--- config.mk ---
export PLATFORM = sky130hd
export DESIGN_NAME = decoder_4x16_sync
export DESIGN_NICKNAME = d
export VERILOG_FILES = /design/src/rtl/decoder_4x16_sync.sv
export SDC_FILE = /design/constraint.sdc
export NUM_CORES = 1
export LEC_CHECK = 0
export CAP_MARGIN = 20
export CORE_MARGIN = 10
export CORE_UTILIZATION = 30
export DETAILED_ROUTE_END_ITERATION = 10
export HOLD_SLACK_MARGIN = 0.15
export PLACE_DENSITY = 0.7
export SLEW_MARGIN = 0
export SYNTH_ARGS = -nofsm -noshare
export SYNTH_HDL_FRONTEND = slang
export SYNTH_SLANG_ARGS = --single-unit
--- constraint.sdc ---
create_clock -name clk -period 0.8 [get_ports clk]
set_input_delay 0.16 -clock clk [delete_from_list [all_inputs] [get_ports clk]]
set_output_delay 0.16 -clock clk [all_outputs]
set_load 0.01 [all_outputs]
--- src/rtl/decoder_4x16_sync.sv ---
// rtl/decoder_4x16_sync.sv - registered 4-to-16 one-hot decoder with enable and valid flag
// Optional build macro DECODER_4X16_HOLD_EN: enable low holds Y/valid instead of clearing them.
module decoder_4x16_sync (
  output logic [15:0] Y,
  input  logic [3:0]  I,
  input  logic        enable,
  input  logic        clk,
  input  logic        reset,
  output logic        valid
);

  always_ff @(posedge clk) begin
    if (reset) begin
      Y     <= 16'h0000;
      valid <= 1'b0;
    end else if (enable) begin
      Y     <= 16'h0001 << I;
      valid <= 1'b1;
    end else begin
`ifdef DECODER_4X16_HOLD_EN
      // Idle cycles keep the last decode live until enable returns.
      Y     <= Y;
      valid <= valid;
`else
      Y     <= 16'h0000;
      valid <= 1'b0;
`endif
    end
  end

endmodule

==> metrics.cfg <==
[floorplanning]
fp.dieH_um=59.9
start_util_pct=31.7
die-width_um=59.9
dieArea_um2=3590
core_region_area_um2=1510
io_pins=24
rows=14

[drt]
ant_nets=0
detail_route.wl_per_cell_um=13.3
drc=0
drtIter0Drc=0
via_per_inst=4.53
num_vias=403
wl_um=1190
firstDrtPassIters=1

[worst_setup_path]
crit_type=reg2out
crit_buf_inv=1
start_kind=flip-flop
cp_cell_sequence=buf_6
cp.required_ns=0.64
end_kind=output port
crit_family=flip-flops
slowest_delay_ns=0.33
cp.arrival_ns=0.72
crit_slowest_cell=dfxtp_2
cp_max_fo=1

[timing]
fin_ws_ns=-0.0807
max_freq_mhz=1140
rsz0062_at_grt=true
setup_violations=17
setup-tns-final_ns=-1.25
hold_viol=0
fin_crit_sh_pct=110
slew_headroom_pct=84.5
worst_pin_slew_ns=0.232
drv_slew=0
min_period_ns=0.881

[yosys]
ys_seq_elements=17
synthTopCellsByArea=dfxtp_1 (71%), nor2_1 (9.4%), nand4bb_1 (4.7%)
netlist_area_um2=478
synth_fa_ha_area_share_pct=0
syn_avg_cell_area_um2=11.7
synth.largest_area_cell=dfxtp_1
ys.flop_type=dfxtp_1
yosysUniqueCellTypes=10
yosysMostFrequentCell=dfxtp_1
synthTopCellsByCount=dfxtp_1 (17), nor2_1 (12), nor3_1 (3), nand2b_1 (2), nand4bb_1 (2)
synth_top_family_by_area=simple AND/OR/NAND/NOR gates
async_reset_ff_share_pct=0
synth_edf_count=0
yosysSeqAreaShare_pct=71.2
synth_xor_area_share_pct=0
yosys-mux-area-fraction_pct=0
synth_cells=41
synth_compound_area_share_pct=0
synth-simple-area-share_pct=28.8
yosysWarnings=0
syn_nets=48
synth_top_cell_area_share_pct=71.2

[global_route]
grt_max_degree=10
antenna_found_initial=0
grt_overflow=0
grt_pass1_vias=417
grt_use_total_pct=7.15
grt_pass1_wl_um=1910

[status]
status=finished with violations
violations=negative setup slack

[finish]
drive_above_1_share_pct=56.2
utilization_pct=50.9
area_delta_synth_final_pct=60.5
n_antenna_cell=0
layout.nets=81
finalInstanceArea_um2=767
n_fill_cell=141

[clock_tree]
cts_buffers=3
cts_tree=built
clock-root-buffer=clkbuf_4
htreeDepth=1
clock-sinks=17
cts_max_path_buffers=2
cts_setup_buffers=0
path_clk_slew_ns=0.09

[pwr]
peakVddDrop_mv=0.759
cellLeakagePower_nw=0.360
p_total_mw=1.41
p_per_area_nw_per_um2=1840

[place]
placed_area_um2=766
gp_congestion=0.674
portBuffers=23
post-dp-hpwl_um=927

[flow_run]
cap_violations=0

[worst_hold_path]
hold_path.class=in2reg

path summary, 6_finish.rpt:
check,start,endpoint,slack (ns),cells after the start
setup / recovery,Y[2],Y[2],-0.08,1
hold / removal,reset,valid,0.14,3
final cells by class:
cell class | count | area (um^2) | share of cell area, %
Sequential cell | 17 | 350 | 45.7
Timing Repair Buffer | 28 | 220 | 28.7
Multi-Input combinational cell | 24 | 150 | 19.6
Clock buffer | 4 | 26.3 | 3.43
Tap cell | 16 | 20.0 | 2.61
flip-flops by register name (all words and copies together), names as in the netlist:
register	cells
valid	1
Y	16
report_power, final:
part,switching (mW),internal (mW),leakage (nW)
clock network,0.241,0.193,0.0150
logic,0.0527,0.0636,0.204
registers,0.00356,0.857,0.141
stage by stage:
step                      hold slack (ns)  worst slack, ns  instances
after floorplan                     0.229          -0.0683         41
after global placement              0.823           -0.558         85
after detailed placement            0.830           -0.585         85
after CTS                           0.141           -0.101         89
after global routing                0.138           -0.122         89
final                               0.142          -0.0807         89
layer usage:
layer  wire, um  GRT usage, %  part of all wire, %
met1        473          7.16                   40
met2        558          10.9                   47
met3        156          4.24                   13
met4          0          4.81                    0
met5          0             0                    0
layout by cell type (no fill, tap or decap), drive strengths merged:
master        Yosys  final
buf               0     26
dfxtp            17     17
nor2             12     12
nor3              4      4
clkbuf            0      4
nand4bb           2      2
nand2b            2      2
nand2             1      1
or4b              1      1
nand4b            1      1
nor2b             1      1
dlygate4sd2       0      1
dlymetal6s2s      0      1
repair_timing:
item,CTS,global route
endpoints found under the hold margin,1,1
pin swaps,2,2
resized for setup,89,17
setup endpoints to repair,33,26
cells by family after synthesis:
logic type	Yosys count
and+or+nand+nor	24
DFF	17
No activity file was read; power rests on OpenSTA's default activity.
